File: src/rtl/rtc_disp_pkg.sv
`default_nettype none
// ============================================================================
// Module      : rtc_disp_pkg
// Description : Shared digit codes, mode-state encoding and prescaler default
//               for the DS1302 seven-segment display formatter.
// Revision    : 1.0 - initial release
// ============================================================================
package rtc_disp_pkg;

    localparam logic [3:0] DIG_BLANK       = 4'd10;
    localparam logic [3:0] DIG_DASH        = 4'd11;
    localparam int         DEF_CNT_1MS_MAX = 49_999;

    typedef enum logic [0:0] {
        S_TIME = 1'b0,
        S_DATE = 1'b1
    } mode_state_t;

    // Non-decimal nibbles show as a dash rather than a bogus glyph.
    function automatic logic [3:0] digit_code(input logic [3:0] nib);
        return (nib > 4'd9) ? DIG_DASH : nib;
    endfunction

endpackage
`default_nettype wire

File: src/rtl/ms_tick_gen.sv
`default_nettype none
// ============================================================================
// Module      : ms_tick_gen
// Description : Wrapping prescaler emitting a one-cycle tick whenever the
//               count equals CNT_MAX; i_clr restarts the count from zero.
// Revision    : 1.0 - initial release
// ============================================================================
module ms_tick_gen
    import rtc_disp_pkg::*;
#(
    parameter int CNT_MAX = DEF_CNT_1MS_MAX
) (
    input  logic sclk,
    input  logic rst,
    input  logic i_clr,
    output logic o_tick
);

    localparam int              c_w   = (CNT_MAX < 1) ? 1 : $clog2(CNT_MAX + 1);
    localparam logic [c_w-1:0]  c_max = c_w'(CNT_MAX);

    logic [c_w-1:0] r_cnt;

    assign o_tick = (r_cnt == c_max);

    always_ff @(posedge sclk or posedge rst) begin
        if (rst) begin
            r_cnt <= '0;
        end else if (i_clr || o_tick) begin
            r_cnt <= '0;
        end else begin
            r_cnt <= r_cnt + 1'b1;
        end
    end

endmodule
`default_nettype wire

File: src/rtl/rtc_disp_format.sv
`default_nettype none
// ============================================================================
// Module      : rtc_disp_format
// Description : Formats DS1302 BCD registers into eight digit codes, with a
//               key-toggled time/date mode and timed return to time mode.
//               Optional separator blink is enabled by defining COLON_BLINK_EN.
// Revision    : 1.0 - initial release
// ============================================================================
module rtc_disp_format
    import rtc_disp_pkg::*;
#(
    parameter int CNT_1MS_MAX  = DEF_CNT_1MS_MAX,
    parameter int DATE_HOLD_MS = 5000
`ifdef COLON_BLINK_EN
    ,
    parameter int BLINK_HALF_MS = 500
`endif
) (
    input  logic       sclk,
    input  logic       rst,
    input  logic       rtc_vld,
    input  logic [7:0] rtc_sec,
    input  logic [7:0] rtc_min,
    input  logic [7:0] rtc_hour,
    input  logic [7:0] rtc_date,
    input  logic [7:0] rtc_mon,
    input  logic [7:0] rtc_year,
    input  logic       key_mode,
    output logic [3:0] bit_7,
    output logic [3:0] bit_6,
    output logic [3:0] bit_5,
    output logic [3:0] bit_4,
    output logic [3:0] bit_3,
    output logic [3:0] bit_2,
    output logic [3:0] bit_1,
    output logic [3:0] bit_0,
    output logic       mode_date
);

    localparam logic [15:0] c_hold_last = 16'(DATE_HOLD_MS - 1);

    mode_state_t      r_state;
    mode_state_t      w_state_nxt;
    logic [6:0]       r_sec;
    logic [7:0]       r_min;
    logic [5:0]       r_hour;
    logic [7:0]       r_date;
    logic [7:0]       r_mon;
    logic [7:0]       r_year;
    logic             r_have_data;
    logic [15:0]      r_hold_cnt;
    logic             w_hold_clr;
    logic             w_hold_tick;
    logic             w_timeout;
    logic [7:0]       w_left;
    logic [7:0]       w_mid;
    logic [7:0]       w_right;
    logic [3:0]       w_sep;
    logic [7:0][3:0]  r_dig;
    logic             w_unused;

    // CH flag and 12/24-hour control bits carry no display information.
    assign w_unused = ^{rtc_sec[7], rtc_hour[7:6]};

    always_ff @(posedge sclk or posedge rst) begin
        if (rst) begin
            r_sec       <= '0;
            r_min       <= '0;
            r_hour      <= '0;
            r_date      <= '0;
            r_mon       <= '0;
            r_year      <= '0;
            r_have_data <= 1'b0;
        end else if (rtc_vld) begin
            r_sec       <= rtc_sec[6:0];
            r_min       <= rtc_min;
            r_hour      <= rtc_hour[5:0];
            r_date      <= rtc_date;
            r_mon       <= rtc_mon;
            r_year      <= rtc_year;
            r_have_data <= 1'b1;
        end
    end

    // Prescaler is held in time mode so each date visit lasts exactly the hold period.
    assign w_hold_clr = (r_state != S_DATE);

    ms_tick_gen #(
        .CNT_MAX (CNT_1MS_MAX)
    ) u_hold_tick (
        .sclk   (sclk),
        .rst    (rst),
        .i_clr  (w_hold_clr),
        .o_tick (w_hold_tick)
    );

    always_ff @(posedge sclk or posedge rst) begin
        if (rst) begin
            r_hold_cnt <= '0;
        end else if (w_hold_clr) begin
            r_hold_cnt <= '0;
        end else if (w_hold_tick) begin
            r_hold_cnt <= r_hold_cnt + 16'd1;
        end
    end

    assign w_timeout = (r_state == S_DATE) && w_hold_tick && (r_hold_cnt == c_hold_last);

    always_ff @(posedge sclk or posedge rst) begin
        if (rst) begin
            r_state <= S_TIME;
        end else begin
            r_state <= w_state_nxt;
        end
    end

    always_comb begin
        w_state_nxt = r_state;
        case (r_state)
            S_TIME:  if (key_mode) w_state_nxt = S_DATE;
            S_DATE:  if (key_mode || w_timeout) w_state_nxt = S_TIME;
            default: w_state_nxt = S_TIME;
        endcase
    end

    assign mode_date = (r_state == S_DATE);

`ifdef COLON_BLINK_EN
    localparam logic [15:0] c_blink_last = 16'(BLINK_HALF_MS - 1);

    logic        w_sec_chg;
    logic        w_blink_tick;
    logic        r_blink_phase;
    logic [15:0] r_blink_cnt;

    assign w_sec_chg = rtc_vld && (rtc_sec[6:0] != r_sec);

    ms_tick_gen #(
        .CNT_MAX (CNT_1MS_MAX)
    ) u_blink_tick (
        .sclk   (sclk),
        .rst    (rst),
        .i_clr  (w_sec_chg),
        .o_tick (w_blink_tick)
    );

    // A new second restarts the blink so the dash phase lines up with it.
    always_ff @(posedge sclk or posedge rst) begin
        if (rst) begin
            r_blink_cnt   <= '0;
            r_blink_phase <= 1'b0;
        end else if (w_sec_chg) begin
            r_blink_cnt   <= '0;
            r_blink_phase <= 1'b0;
        end else if (w_blink_tick) begin
            if (r_blink_cnt == c_blink_last) begin
                r_blink_cnt   <= '0;
                r_blink_phase <= ~r_blink_phase;
            end else begin
                r_blink_cnt   <= r_blink_cnt + 16'd1;
            end
        end
    end

    assign w_sep = r_blink_phase ? DIG_BLANK : DIG_DASH;
`else
    assign w_sep = DIG_DASH;
`endif

    always_comb begin
        w_left  = {2'b00, r_hour};
        w_mid   = r_min;
        w_right = {1'b0, r_sec};
        if (r_state == S_DATE) begin
            w_left  = r_year;
            w_mid   = r_mon;
            w_right = r_date;
        end
    end

    // Display stays blank until the first capture after reset.
    always_ff @(posedge sclk or posedge rst) begin
        if (rst) begin
            r_dig <= {8{DIG_BLANK}};
        end else if (!r_have_data) begin
            r_dig <= {8{DIG_BLANK}};
        end else begin
            r_dig <= {digit_code(w_left[7:4]),  digit_code(w_left[3:0]),  w_sep,
                      digit_code(w_mid[7:4]),   digit_code(w_mid[3:0]),   w_sep,
                      digit_code(w_right[7:4]), digit_code(w_right[3:0])};
        end
    end

    assign bit_7 = r_dig[7];
    assign bit_6 = r_dig[6];
    assign bit_5 = r_dig[5];
    assign bit_4 = r_dig[4];
    assign bit_3 = r_dig[3];
    assign bit_2 = r_dig[2];
    assign bit_1 = r_dig[1];
    assign bit_0 = r_dig[0];

endmodule
`default_nettype wire

File: config.mk
export PLATFORM = sky130hd
export DESIGN_NAME = rtc_disp_format
export DESIGN_NICKNAME = d
export VERILOG_FILES = /design/src/rtl/rtc_disp_pkg.sv /design/src/rtl/ms_tick_gen.sv /design/src/rtl/rtc_disp_format.sv
export SDC_FILE = /design/constraint.sdc
export NUM_CORES = 1
export LEC_CHECK = 0
export ABC_CLOCK_PERIOD_IN_PS = 3200
export BUFFER_PORTS_ARGS = -buffer_cell sky130_fd_sc_hd__buf_2
export CORE_MARGIN = 2
export CORE_UTILIZATION = 55
export CTS_BUF_LIST = sky130_fd_sc_hd__clkbuf_16
export DETAILED_ROUTE_END_ITERATION = 10
export GPL_TIMING_DRIVEN = 0
export PLACE_DENSITY_LB_ADDON = 0.08
export SLEW_MARGIN = 20
export SYNTH_ARGS = -nofsm -noshare
export SYNTH_HDL_FRONTEND = slang
export SYNTH_SLANG_ARGS = --single-unit
export TNS_END_PERCENT = 5
File: constraint.sdc
create_clock -name sclk -period 3.2 [get_ports sclk]
set_input_delay 0.16 -clock sclk [delete_from_list [all_inputs] [get_ports sclk]]
set_output_delay 0.16 -clock sclk [all_outputs]
set_load 0.005 [all_outputs]
Word level (Yosys, flattened, before mapping)
Index checks and enable logic that the tools add are counted.
W data, S select, Z words.

storage, ports and cells
  flip-flop bits (word level) = 111
  output and inout port bits = 33
  logic and storage cells = 50

cells by class
  $add $sub $neg = 2
  order comparisons = 6
  equality and inequality tests = 3
  mux-type cells = 16
  bitwise logic cells = 1
  reductions and logical operators = 4

operator list
  kind                     number
  $mux W16                 3
  $add A16 B1 Y16 const B  2
  $mux W32                 1
  $gt A4 B4 Y1 const B     6
  $mux W4                  6
  $mux W8                  3
  $eq A16 B13 Y1 const B   1
  $eq A16 B16 Y1 const B   1
  $logic_and A1 B1 Y1      2
  $logic_or A1 B1 Y1       2
  $mux W1                  2
  $ne A2 B1 Y1 const B     1
  $pmux W1 S2              1
  $not A1 Y1               1

Logic depth before layout (Yosys ltp)
Gate-level depths: netlist of the first run.

  depth in word-level cells = 6
  gate-level depth with buffers = 7

Modules after synthesis
From an unflattened synthesis of the first run, not the netlist that was laid out.

unflattened totals
  cell total of the unflattened synthesis = 389
  area total of the unflattened synthesis = 4645.7 µm²

modules (own cells, without submodules)
  module           instances  cells each  area an instance (µm²)
  rtc_disp_format  1          306         3783.6
  ms_tick_gen      1          83          862.1

Worst setup path before layout of the first run
Ideal clock, no wire load.

  path kind = register to register
  from = register u_hold_tick.r_cnt[5]
  to = register r_hold_cnt[13]
  library setup time = 0.079 ns
  data arrival time = 2.203 ns
  required time = 3.121 ns
  setup slack = 0.918 ns
  cell stages (with the launch flop) = 7
  path buffers = 2
  period minus slack after synthesis = 2.282 ns
  cell sequence = dfrtp_1 or4b_1 or4_1 buf_2 buf_6 nor4_1 mux2i_1

between the ends
  cells in the longest elaborated chain, start to end = 2

RTL lines
  item                    line                    RTL
  start, declared         ms_tick_gen.sv:22       logic [c_w-1:0] r_cnt;
  start signal, assigned  ms_tick_gen.sv:32       r_cnt <= r_cnt + 1'b1;
  $eq A16 B16 Y1          ms_tick_gen.sv:24       assign o_tick = (r_cnt == c_max);
  $ne A2 B1 Y1 (no line)  n/a
  end signal, assigned    rtc_disp_format.sv:103  r_hold_cnt <= r_hold_cnt + 16'd1;
  end, declared           rtc_disp_format.sv:51   logic [15:0] r_hold_cnt;

Every way passes these cells.
A chain may end at the register's enable or synchronous reset.

Worst setup path in the final report of the first run
  from = register u_hold_tick.r_cnt[13]
  to = register u_hold_tick.r_cnt[8]

between the ends
  cells in the longest elaborated chain, start to end = 3

RTL lines
  item                line               RTL
  $eq A16 B16 Y1      ms_tick_gen.sv:24
  $logic_or A1 B1 Y1  ms_tick_gen.sv:29  end else if (i_clr || o_tick) begin
  $mux W16            ms_tick_gen.sv:29

Every way passes these cells.

==> reports/metrics.cfg, run 1 <==
[clocking]
worstSkewPairLatency_ps=340
cts_hold_buf=1
cts_tree=built
clk_path_buf_depth=2
numCtsBuffers=9
clock-sinks=104
cts_setup_buffers=0
postCtsResizedCells=0
root_buffer=clkbuf_16
h-tree-depth=3
path_clk_slew_ps=70

[place]
gp_congestion=0.7975
post-dp-hpwl_um=6780
port_buffers=74
placed_area_um2=5086

[worst_setup_path]
crit_fanout=10
crit_path_end_kind=flip-flop
crit_required_ps=3410
critical_path_class=flip-flop to flip-flop
r2r_cells=6
start_kind=flip-flop
crit_arrival_ps=2720
rr_startpoint=u_hold_tick.r_cnt[13]
rrSetupSlack_ps=690
reg2reg_to=u_hold_tick.r_cnt[8]

[synth]
ys_seq_elements=104
ys_types=39
syn_inst=387
yosys_warnings=0
synth.cell_area_um2=4537
synthArstFlopShare_pct=100.0
synth_edf_count=0
ys.flop_type=dfrtp_1
synthMostInstantiatedCell=dfrtp_1
ys_seq_area_share_pct=57.69
netlist.area_leader.share_pct=50.74
yosysTopAreaCell=dfrtp_1
synth_area_leaders=dfrtp_1, mux2_2, dfstp_2
ys_top_cells_by_count=dfrtp_1, mux2_2, nand2_1, nor2_1, o21ai_0
syn_area_per_cell_um2=11.72

[detailed_routing]
avgRoutedWirePerCell_um=16.52
drc=0
drt-total-wl_um=9712
num_vias=3269
drt_iter0_drc=115
via_per_inst=5.560
drtPass1Iterations=4
ant_nets=0

[cells_and_area]
post-route-util_pct=66.65
num-fill-cells=650
seqCellArea_um2=2618
nets=532
drive_gt1_share_pct=33.33
multiInputGateArea_um2=1772
final_cell_area_um2=5394
areaGrowthSynthToFinish_pct=18.89
insertedDiodeCount=0

[floorplan]
dieArea_um2=8992
num_rows=33
dieWidth_um=94.83
die_h_um=94.83
start_util_pct=56.06
io_pins=85
core_area_um2=8093

[sta]
setup_viol=0
slew_headroom_pct=44.20
period_share_pct=78.43
rsz0062_at_grt=false
hold_violations=0
fmax_mhz=398.4
worst_slew_pin_slew_ps=837.0
drv_slew=0
fin_skew_ps=8.126
final.min_clock_period_ps=2510

[worst_hold_path]
whs_path_depth=3
worstHoldEndpoint=r_year[4]
min_path_type=input pin to flip-flop
min_from=rtc_year[4]

[power]
p_leak_nw=2.360
p_per_area_nw_per_um2=649.5
peakVddDrop_v=0.0003743

[global_routing]
antenna_found_initial=0
track_usage_pct=23.69
overflow=0
grt_pass1_vias=3381
grt_pass1_wl_um=16170
grt_max_degree=71

[flow_run]
drv_cap=0

[outcome]
status=completed

## metrics by stage
step / setup TNS (ps) / setup WS (ps) / hold slack [ps] / std cells / power [mW]
2_1_floorplan: 0 / 327.7 / 281.0 / 391 / 2.129
3_3_place_gp: -73150 / -800.9 / 357.0 / 570 / 2.432
3_5_place_dp: 0 / 677.5 / 170.8 / 571 / 2.456
4_1_cts: 0 / 681.5 / 8.628 / 588 / 3.547
5_1_grt: 0 / 519.0 / 31.86 / 588 / 3.695
6_report: 0 / 690.2 / 20.15 / 588 / 3.503
## registers in the layout, indices dropped and copies added (netlist names)
register and cells:
r_hold_cnt 16, u_hold_tick.r_cnt 16, r_date 8, r_min 8
r_mon 8, r_year 8, r_sec 7, r_hour 6
bit_0 4, bit_1 4, bit_3 4, bit_4 4
bit_6 4, bit_7 4, bit_2 1, mode_date 1
r_have_data 1
## per-layer routing
metal	global-route usage [%]	up-vias	wire length [um]
li1	-	1549	-
met1	29.54	1637	4163
met2	39.48	72	4885
met3	6.145	11	528
met4	9.541	0	135
met5	0	-	0
## critical path: stages, from the launching register on
cell      delay, ps
dfrtp_1         420
or4bb_1         540
or4_1           520
clkbuf_1        200
nand2_1         180
clkbuf_1        400
nor2_1          110
## report_power, final
part	switching, mW	internal [mW]
sequential	0.0957	1.55
combinational	0.439	0.341
clock	0.525	0.551
## cell usage in the layout, fill, tap and decap left out, types with 12 or more instances in the layout
cell      instances
mux2_2           47
dfstp_2          12
nor2_1           28
clkbuf_1         14
xnor2_1          14
o21ai_0          24
nand2_1          28
mux2i_1          15
a21oi_1          12
dfrtp_1          92
buf_2            75
## cell families (layout without fill, tap and decap cells)
group,Yosys count,count (layout),synth area share (%)
xor gates and xnor gates,16,16,3.089
DFF,104,104,57.69
other,2,6,0.1655
adders and majority gates,2,2,0.5515
muxes,62,62,14.98
and+or+nand+nor,109,109,12.16
AOI/OAI and AO/OA,58,58,7.777
buffers and inverters,34,126,3.585
## area by class of cell
type / instances / share of cell area, %
multi-input cells: 253 / 32.85
inverters: 8 / 0.6495
repair buffers: 76 / 7.562
clock inverters: 7 / 1.345
well taps: 105 / 2.436
flip-flops and latches: 104 / 48.53
plain buffers: 26 / 2.459
clock buffers: 9 / 4.175
## worst max path at each step
stage / slack (ps) / cells past startpoint / endpoint / from
2_1_floorplan: 330 / 1 / bit_0[0] / rst
6_report: 690 / 6 / u_hold_tick.r_cnt[8] / u_hold_tick.r_cnt[13]
3_3_place_gp: -800 / 2 / r_date[2] / rst
5_1_grt: 520 / 6 / mode_date / mode_date
3_5_place_dp: 680 / 6 / u_hold_tick.r_cnt[9] / u_hold_tick.r_cnt[7]
4_1_cts: 680 / 6 / u_hold_tick.r_cnt[6] / u_hold_tick.r_cnt[13]
(Power assumes the default switching activity.)
==> run 2, diff against run 1 <==
--- a/config.mk
+++ b/config.mk
@@ -5,10 +5,11 @@
 export SDC_FILE = /design/constraint.sdc
 export NUM_CORES = 1
 export LEC_CHECK = 0
-export ABC_CLOCK_PERIOD_IN_PS = 3200
+export ABC_AREA = 1
+export ABC_CLOCK_PERIOD_IN_PS = 2250
 export BUFFER_PORTS_ARGS = -buffer_cell sky130_fd_sc_hd__buf_2
 export CORE_MARGIN = 2
-export CORE_UTILIZATION = 55
+export CORE_UTILIZATION = 51
 export CTS_BUF_LIST = sky130_fd_sc_hd__clkbuf_16
 export DETAILED_ROUTE_END_ITERATION = 10
 export GPL_TIMING_DRIVEN = 0
==> constraint.sdc (replaced) <==
create_clock -name sclk -period 2.25 [get_ports sclk]
set_input_delay 0.1125 -clock sclk [delete_from_list [all_inputs] [get_ports sclk]]
set_output_delay 0.1125 -clock sclk [all_outputs]
set_load 0.005 [all_outputs]
==> reports/metrics.cfg, run 2 <==
[floorplan]
dieWidth_um=102.5  ; was 94.83 um
start_util_pct=53.00  ; was 56.06%
num_rows=35  ; was 33
core_area_um2=9328  ; was 8093 um2
dieArea_um2=10500  ; was 8992 um2
io_pins=85  ; unchanged
die_h_um=102.5  ; was 94.83 um

[clocking]
worstSkewPairLatency_ps=350  ; was 340 ps
postCtsResizedCells=0  ; unchanged
cts_tree=built  ; unchanged
path_clk_slew_ps=70  ; about the same
root_buffer=clkbuf_16  ; unchanged
numCtsBuffers=9  ; unchanged
clk_path_buf_depth=2  ; unchanged
clock-sinks=104  ; unchanged
h-tree-depth=3  ; unchanged

[detailed_routing]
drc=0  ; unchanged
drt-total-wl_um=12450  ; was 9712 um
num_vias=4470  ; was 3269
drt_iter0_drc=169  ; was 115
drtPass1Iterations=5  ; was 4
ant_nets=0  ; unchanged
via_per_inst=5.034  ; was 5.560
avgRoutedWirePerCell_um=14.02  ; was 16.52 um

[sta]
rsz0062_at_grt=false  ; unchanged
fin_tns_setup_ps=0  ; unchanged
setup_viol=0  ; unchanged
fmax_mhz=618.5  ; was 398.4 MHz
slew_headroom_pct=60.75  ; was 44.20%
worst_slew_pin_slew_ps=587.5  ; was 837.0 ps
drv_slew=0  ; unchanged
fin_skew_ps=5.781  ; was 8.126 ps
final.min_clock_period_ps=1617  ; was 2510 ps
period_share_pct=71.86  ; was 78.43%
hold_violations=0  ; unchanged

[global_routing]
overflow=0  ; unchanged
grt_max_degree=33  ; was 71
track_usage_pct=25.27  ; was 23.69%
globalRouteMet3Util_pct=6.019  ; was 6.145%
antenna_found_initial=0  ; unchanged
busiest_layer=met2  ; unchanged
met2_usage_pct=44.29  ; was 39.48%
grt_pass1_vias=4355  ; was 3381
grt_pass1_wl_um=20170  ; was 16170 um
grt_use_met1_pct=31.03  ; was 29.54%

[synth]
synth_area_leaders=dfrtp_1, nand2_1, dfstp_2  ; was dfrtp_1, mux2_2, dfstp_2
synth.cell_area_um2=4943  ; was 4537 um2
ys_seq_elements=104  ; unchanged
ys.flop_type=dfrtp_1  ; unchanged
syn_inst=616  ; was 387
synthArstFlopShare_pct=100.0  ; unchanged
syn_area_per_cell_um2=8.025  ; was 11.72 um2
ys_types=30  ; was 39
synthMostInstantiatedCell=nand2_1  ; was dfrtp_1
ys_top_cells_by_count=nand2_1, dfrtp_1, inv_1  ; was dfrtp_1, mux2_2, nand2_1, nor2_1, o21ai_0
yosys_warnings=0  ; unchanged
yosysTopAreaCell=dfrtp_1  ; unchanged
ys_seq_area_share_pct=52.95  ; was 57.69%
netlist.area_leader.share_pct=46.57  ; was 50.74%
synth_edf_count=0  ; unchanged

[worst_hold_path]
min_path_type=input pin to flip-flop  ; unchanged
min_from=rtc_hour[5]  ; was rtc_year[4]
whs_path_depth=3  ; unchanged
worstHoldEndpoint=r_hour[5]  ; was r_year[4]

[worst_setup_path]
start_kind=flip-flop  ; unchanged
reg2reg_to=u_hold_tick.r_cnt[7]  ; was u_hold_tick.r_cnt[8]
path_cells=ha_1, nand2_2, nor2_4, inv_1, nor2_2, nand2_4, nand2_4, buf_6, nor3_1  ; was or4bb_1, or4_1, clkbuf_1, nand2_1, clkbuf_1, nor2_1
critPathSlowestCell=dfrtp_1  ; was or4bb_1
cpLargestDelayFamily=simple AND/OR/NAND/NOR gates  ; unchanged
r2r_cells=9  ; was 6
crit_required_ps=2470  ; was 3410 ps
rrSetupSlack_ps=630  ; was 690 ps
critical_path_class=flip-flop to flip-flop  ; unchanged
critPathMaxStageDelay_ps=380  ; was 540 ps
crit_fanout=10  ; unchanged
crit_buf_inv=2  ; unchanged
cpMostUsedCell=nand2_4  ; was clkbuf_1
rr_startpoint=u_hold_tick.r_cnt[0]  ; was u_hold_tick.r_cnt[13]
crit_arrival_ps=1840  ; was 2720 ps
crit_path_end_kind=flip-flop  ; unchanged

[place]
gp_congestion=0.9095  ; was 0.7975
port_buffers=75  ; was 74
post-dp-hpwl_um=8402  ; was 6780 um

[power]
p_total_mw=4.406  ; was 3.503 mW
p_per_area_nw_per_um2=698.1  ; was 649.5 nW/um2
p_leak_nw=3.233  ; was 2.360 nW
peakVddDrop_v=0.0006054  ; was 0.0003743 V

[cells_and_area]
nets=808  ; was 532
final_common_cell=nand2_1  ; was dfrtp_1
mostFrequentLayoutCells=nand2_1, dfrtp_1, buf_2  ; was dfrtp_1, buf_2, mux2_2
drive_gt1_share_pct=18.71  ; was 33.33%
areaGrowthSynthToFinish_pct=27.66  ; was 18.89%
reg.largest.list=r_hold_cnt x16, u_hold_tick.r_cnt x16  ; unchanged
insertedDiodeCount=0  ; unchanged

[outcome]
status=completed  ; unchanged

[flow_run]
drv_cap=0  ; unchanged

==> run 2: what timing repair did <==
item	in CTS	in global routing
hold endpoints to repair	64	1
hold buffers	44	1
setup buffers	0	0
==> run 2: layer usage <==
layer / up-vias / wire (um)
li1: 2196 / -
met1: 2136 / 5201
met2: 118 / 6431
met3: 20 / 596
met4: 0 / 216
met5: - / 0
==> run 2: cell type report <==
| type | instances | area (um2) |
|---|---|---|
| inverter | 68 | 259.0 |
| buffer | 29 | 188.9 |
| fill | 795 | 3017 |
| multi-input combinational | 419 | 1897 |
| timing repair buffer | 123 | 893.4 |
| clock buffer | 9 | 225.2 |
| sequential | 104 | 2618 |
| clock inverter | 7 | 68.82 |
| tap | 129 | 161.4 |
==> run 2: stage by stage <==
stage	worst slack [ps]	cell area, um2	hold WS [ps]	instances	utilization (%)
after CTS	636.5	6301	2.643	887	67.55
after global placement	233.2	5499	313.8	824	58.95
after detailed placement	667.1	5567	219.0	827	59.68
final	633.2	6311	22.09	888	67.66
after floorplan	855.1	4962	229.1	620	-
after global routing	498.7	6311	41.71	888	67.66
==> run 2: worst reg2reg max path, cell delays in order, from the launching register on <==
cell and delay [ps]:
dfrtp_1 380, ha_1 200, nand2_2 100, nor2_4 130, inv_1 80, nor2_2 140
nand2_4 120, nand2_4 130, buf_6 160, nor3_1 50
==> run 2: kinds of logic (layout without fill, tap and decap cells) <==
kind of cell	count (synthesis)	count (layout)	share of synthesized area, %
flip-flops	104	104	52.95
other	2	6	0.1519
adder cells (fa/ha/maj)	2	2	0.5061
buffers and inverters	97	236	8.985
XOR/XNOR	8	8	1.417
AND/OR/NAND/NOR	343	343	29.56
AO/OA/AOI/OAI	60	60	6.429
==> run 2: power breakdown <==
part	switching [mW]	internal, mW
registers	0.0659	2.06
clock network	0.707	0.866
logic	0.400	0.304
total	1.17	3.23
==> run 2: how the worst max path moves through the flow <==
stage | endpoint | cells past startpoint | start
floorplan | u_hold_tick.r_cnt[7] | 9 | u_hold_tick.r_cnt[0]
global placement | bit_3[0] | 2 | rst
detailed placement | u_hold_tick.r_cnt[7] | 9 | u_hold_tick.r_cnt[0]
CTS | u_hold_tick.r_cnt[7] | 9 | u_hold_tick.r_cnt[0]
global route | u_hold_tick.r_cnt[8] | 9 | u_hold_tick.r_cnt[0]
finish | u_hold_tick.r_cnt[7] | 9 | u_hold_tick.r_cnt[0]
